### config.mk
export PLATFORM = sky130hd
export DESIGN_NAME = jt51_sh_ctrl
export DESIGN_NICKNAME = d
export VERILOG_FILES = /design/src/rtl/jt51_sh_ctrl.sv
export SDC_FILE = /design/constraint.sdc
export NUM_CORES = 1
export LEC_CHECK = 0
export CAP_MARGIN = 10
export CORE_MARGIN = 2
export CORE_UTILIZATION = 44
export DETAILED_ROUTE_END_ITERATION = 8
export PLACE_DENSITY = 0.79
export SLEW_MARGIN = 40
export SYNTH_ARGS = -nofsm -noshare
export SYNTH_HDL_FRONTEND = slang
export SYNTH_SLANG_ARGS = --single-unit
### constraint.sdc
create_clock -name clk -period 2.4 [get_ports clk]
set_input_delay 0.36 -clock clk [delete_from_list [all_inputs] [get_ports clk]]
set_output_delay 0.36 -clock clk [all_outputs]
set_load 0.005 [all_outputs]
### src/rtl/jt51_sh_ctrl.sv
// Access controller for a recirculating shift-register bank: clears it after reset,
// tracks the head slot and serialises single-slot read/write requests onto their slot time.
module jt51_sh_ctrl #(
    parameter  int WIDTH  = 5,
    parameter  int STAGES = 32,
    localparam int SLOT_W = $clog2(STAGES)
) (
    input  logic              clk,
    input  logic              rst,
    input  logic              cen,
    input  logic              req,
    input  logic              we,
    input  logic [SLOT_W-1:0] slot,
    input  logic [WIDTH-1:0]  wdata,
    output logic              busy,
    output logic              ack,
    output logic              err,
    output logic [WIDTH-1:0]  rdata,
    output logic [SLOT_W-1:0] slot_cnt,
    output logic              sync,
    output logic              sh_en,
    output logic              sh_ld,
    output logic [WIDTH-1:0]  sh_din,
    input  logic [WIDTH-1:0]  sh_drop
);

    typedef enum logic [1:0] {
        CLEAR,
        IDLE,
        WAIT,
        DONE
    } state_t;

    localparam logic [SLOT_W:0]   STAGES_V = (SLOT_W+1)'(STAGES);
    localparam logic [SLOT_W-1:0] LAST     = SLOT_W'(STAGES - 1);

    state_t              state, state_nx;
    logic                we_q;
    logic [SLOT_W-1:0]   slot_q;
    logic [WIDTH-1:0]    wdata_q;
    logic                err_q;
    logic                last_slot;
    logic                hit;
    logic                slot_bad;

    assign last_slot = (slot_cnt == LAST);
    assign hit       = cen & (slot_cnt == slot_q);
    assign slot_bad  = ({1'b0, slot} >= STAGES_V);
    assign sh_en     = cen & ~rst;
    assign sync      = (slot_cnt == '0);

    always_ff @(posedge clk) begin
        if (rst) begin
            state    <= CLEAR;
            slot_cnt <= '0;
            rdata    <= '0;
            err_q    <= 1'b0;
        end else begin
            state <= state_nx;
            if (cen) begin
                slot_cnt <= last_slot ? '0 : slot_cnt + SLOT_W'(1);
            end
            if (state == IDLE && req) begin
                we_q    <= we;
                slot_q  <= slot;
                wdata_q <= wdata;
                err_q   <= slot_bad;
            end
            if (state == WAIT && !we_q && hit) begin
                rdata <= sh_drop;
            end
        end
    end

    // Load controls depend only on registered state and cen, never on req.
    always_comb begin
        state_nx = state;
        busy     = 1'b1;
        ack      = 1'b0;
        err      = 1'b0;
        sh_ld    = 1'b0;
        sh_din   = '0;
        unique case (state)
            CLEAR: begin
                sh_ld = 1'b1;
                if (cen && last_slot) state_nx = IDLE;
            end
            IDLE: begin
                busy = 1'b0;
                if (req) state_nx = slot_bad ? DONE : WAIT;
            end
            WAIT: begin
                sh_din = wdata_q;
                sh_ld  = we_q & hit;
                if (hit) state_nx = DONE;
            end
            DONE: begin
                ack      = 1'b1;
                err      = err_q;
                state_nx = IDLE;
            end
            default: state_nx = CLEAR;
        endcase
    end

endmodule

After elaboration in Yosys (flattened, before gate mapping):

Cells that the tools add are included.

* add/subtract/negate cells: 1
* mux-type cells: 9
* reductions and logical operators: 9
* equal/unequal tests: 8
* bitwise gates (word level): 4

Operators with widths (count)
* 5-bit two-way mux: 2
* 2-bit one-hot mux with 4 select lines: 1
* 2-bit two-way mux: 3
* 2-bit != test, second input constant: 3
* 5-bit by 1-bit adder with 5-bit output, second input constant: 1
* 5-bit equality test: 1
* 5-bit equality test, second input constant: 1
* 5-bit zero test: 1
* 2-bit equality test, second input constant: 2
* 1-bit logical AND: 4
* 1-bit AND: 3
* 3-bit AND reduction: 1
* 2-bit by 1-bit equality test with 1-bit output, second input constant: 1
* 2-bit zero test: 1
* 1-bit two-way mux: 2
* 1-bit one-hot mux with 2 select lines: 1
* 2-bit AND reduction: 1
* 1-bit zero test: 1
* 1-bit NOT: 1

* word-level logic and storage cells: 37
* bits in registers: 23
* output and inout port bits: 21

Longest topological paths before layout:

* depth after elaboration: 4
* mapped depth: 7
* gate-level depth less buffers: 7

Worst setup path before layout:

OpenSTA, ideal clock, no wires.

* kind: register to register
* from: register slot_cnt[0]
* to: register state[0]
* arrival: 1.817 ns
* setup slack: 0.461 ns
* clock period less this slack: 1.939 ns
* data required time: 2.279 ns
* cell stages (with the launch flop): 8
* library setup time: 0.121 ns
* path buffers: 0
* cells stage by stage: dfxtp_1 -> ha_1 -> and3_2 -> ha_1 -> a21boi_0 -> nor2_1 -> a31o_4 -> mux2_4

* longest elaborated chain between the ends: 4
* elaborated cells between the ends (all ways): 7
* classes of those cells: eq/ne: 4; bitwise: 1; reduce/logical: 2

Ends and longest elaborated chain
* start: declaration: RTL line 19 `output logic [SLOT_W-1:0] slot_cnt,`
* start signal: assignment: RTL line 61 `slot_cnt <= last_slot ? '0 : slot_cnt + SLOT_W'(1);`
* 5-bit equality test, on equally long branches: RTL line 47, 46
* 1-bit AND or 1-bit logical AND (tied branches): RTL line 47, 86
* 2-bit != test (no source line)
* 3-bit AND reduction (no source line) *
* end signal: assignment: RTL line 59 `state <= state_nx;`
* end: declaration: RTL line 37 `state_t state, state_nx;`

Mark *: on every way between the ends. The rest lies on a longest branch, timed or not.
A chain may end at the register's enable or synchronous reset.

Worst setup path in the final report:

* from: register slot_cnt[3]
* to: output port sh_ld

* longest elaborated chain between the ends: 4

Ends and longest elaborated chain
* 5-bit equality test: RTL line 47 `assign hit = cen & (slot_cnt == slot_q);`
* 1-bit AND: RTL line 47
* 1-bit AND: RTL line 94 `sh_ld = we_q & hit;`
* 1-bit one-hot mux with 2 select lines: RTL line 83 `unique case (state)`
* end: declaration: RTL line 22 `output logic sh_ld,`

No other way between the ends.

==> metrics.txt <==
status finished, final reports clean; Vias 913; IO buf count 39; Post-synth top flop dfxtp_1; Avg Inst Size Synth 10.8 sq um; count of pins over their slew limit 0; Mapped Nets 132; io pins 41; period utilization 93.3%; top cell type by total area after synthesis edfxtp_1; Seq/Total Area, Yosys 50.3%; synth unique cells 34; crit path time final 2240 ps; share of the synthesized area in the top cell type 29.1%; vias in the first global route 907; DRC violations left 0; Slew HR 62.7%; number of synthesized flops with an enable pin 11; Max Cap Viol 0; met2 Use GR 32.3%; power per standard cell area 482 nW/um^2; #FFs+latches synth 23; post-synthesis async set-or-reset flop share 0%; Cells after DPL 174; Worst Setup Path Type flop to output port; warnings from Yosys 0; final hold violations 0; CTS buffer count 3; initial antenna violation count 0; area grow syn2layout 41.6%; GR Overflow Total 0; layout cells sized above 1 10.1%; core area 2450 sq um; clock-pin slew on the worst setup and hold paths 130 ps; Crit Path Max Fanout 7; end of the worst hold path rdata[4]; FF-to-FF Start slot_cnt[0]; Final ANT Viol Nets 0; clk_skew 5.14 ps; Critical Path, Cell by Cell xnor2_1, and4_4, a21o_1, clkdlybuf4s50_1; Crit path required time 2040 ps; first-pass GRT wire length 3.77 mm; M1 GR Usage 21.4%; RSZ-0062 raised after global routing false; final setup fails 0; Die H 54.8 microns; Vias/cell 5.13; dpl hpwl 1.80 mm; startpoint types flop; Worst Min Path Start rdata[4]; top cells by area, synth edfxtp_1, dfxtp_1, ha_1; Placer Congestion 0.750; clock buffer depth 2; die width 54.8 microns; worst hold-check path type flop to flop; Synth Cell Area 1130 sq um; CTS H-tree depth 1; crit end category output port; clk_lat worst skew 300 ps; most common cell after layout, fill and taps aside clkdlybuf4s50_1; Clock Tree Root clkbuf_4; Worst R2R End state[0]; Std-Cell Rows 18; GRT Max-Usage Layer met2; met3 usage 3.28%; TNS Setup 0 ps; # diodes 0; largest net degree at the start of global routing 16; Max stage delay on crit path 490 ps; most frequent cells in the layout clkdlybuf4s50_1, dfxtp_1, edfxtp_1, nor2_1; cells after synthesis 105; Final #Nets 176; Die Area 3000 sq um; DR pass1 iterations 4; final std cells w/o fill 178; Post-CTS Setup Bufs 0; CTS tree done; Crit. Startpoint slot_cnt[3]; All-Layer GR Usage 17.7%; Data arrival, critical path 1880 ps; fmax 446 MHz; Initial Utilization 46.2%; hold depth 2; worst slew pin tran 556 ps; drt first-iter violations 14; R2R depth 7; worst hold slack 488 ps; wire length per cell 12.9 microns; CTS Sinks 23; Leak Pwr 0.580 nW; r2r setup slk 400 ps; critical path's slowest cell clkdlybuf4s50_1; Total Wirelength 2.30 mm; peak supply drop 0.417 mV
## kinds of logic (layout without fill, tap and decap cells)
logic type               after synthesis  count (layout)  share of synthesized area [%]
XOR/XNOR                               5               5                           3.86
flip-flops                            23              23                           50.3
AO/OA/AOI/OAI                         18              18                           9.70
other                                  1               1                          0.330
adder cells (fa/ha/maj)                7               7                           7.72
buffers and inverters                  9              52                           4.08
multiplexers                           4               4                           3.97
AND/OR/NAND/NOR                       38              38                           20.1
## per-stage QoR
step                setup WS (ps)  utilization [%]  cell area [sq um]  power (mW)
floorplan                     461                -               1130       0.522
global placement              330             63.8               1570       0.595
finish                        160             65.4               1610       0.775
CTS                          66.5             64.9               1590       0.776
detailed placement            293             63.8               1570       0.600
global route                 38.0             65.4               1610       0.816
## cells in the mapped netlist (2+ instances only)
master	number
a21oi_1	7
and2_1	5
and3_2	2
dfxtp_1	12
edfxtp_1	11
ha_1	7
inv_1	5
mux2i_1	3
nand2b_1	3
nand3_1	5
nor2_1	8
nor2b_1	3
nor3_1	2
nor3b_1	3
o21ai_0	7
xnor2_1	4
## per-layer routing
layer | wire [microns] | vias up
li1 | - | 454
met1 | 964 | 425
met2 | 1200 | 32
met3 | 122 | 2
met4 | 13 | 0
met5 | 0 | -
## area by class of cell
class | instances | area, sq um
Fill cell | 202 | 848
Sequential cell | 23 | 571
Multi-Input combinational cell | 73 | 531
Timing Repair Buffer | 43 | 420
Tap cell | 30 | 37.5
Clock buffer | 3 | 22.5
Inverter | 5 | 18.8
Clock inverter | 1 | 6.26
## power breakdown
part | switching (mW) | internal, mW
Sequential | 0.0111 | 0.425
Clock | 0.118 | 0.0645
Combinational | 0.0607 | 0.0954
## sequential cells by signal (all words and copies together), names as in the netlist
name and cells:
rdata 5, slot_cnt 5, slot_q 5, wdata_q 5, state 2, we_q 1
## timing repair
action,CTS,global route
setup endpoints to repair,0,1
resized for setup,0,2
hold buffers,0,0
## how the worst max path moves through the flow
stage	endpoint	slack [ps]	depth (start not counted)
floorplan	state[0]	460	7
global placement	sh_ld	330	5
detailed placement	sh_ld	290	5
CTS	sh_ld	70	6
global route	sh_ld	40	6
finish	sh_ld	160	4
## critical path: cells and delay by family, from the launching register on
kind                      cells  cell delay [ps]
buffers and inverters         1              490
DFF                           1              480
and+or+nand+nor               1              310
xor gates and xnor gates      1              170
AOI/OAI and AO/OA             1              120
(Power assumes the default switching activity.)
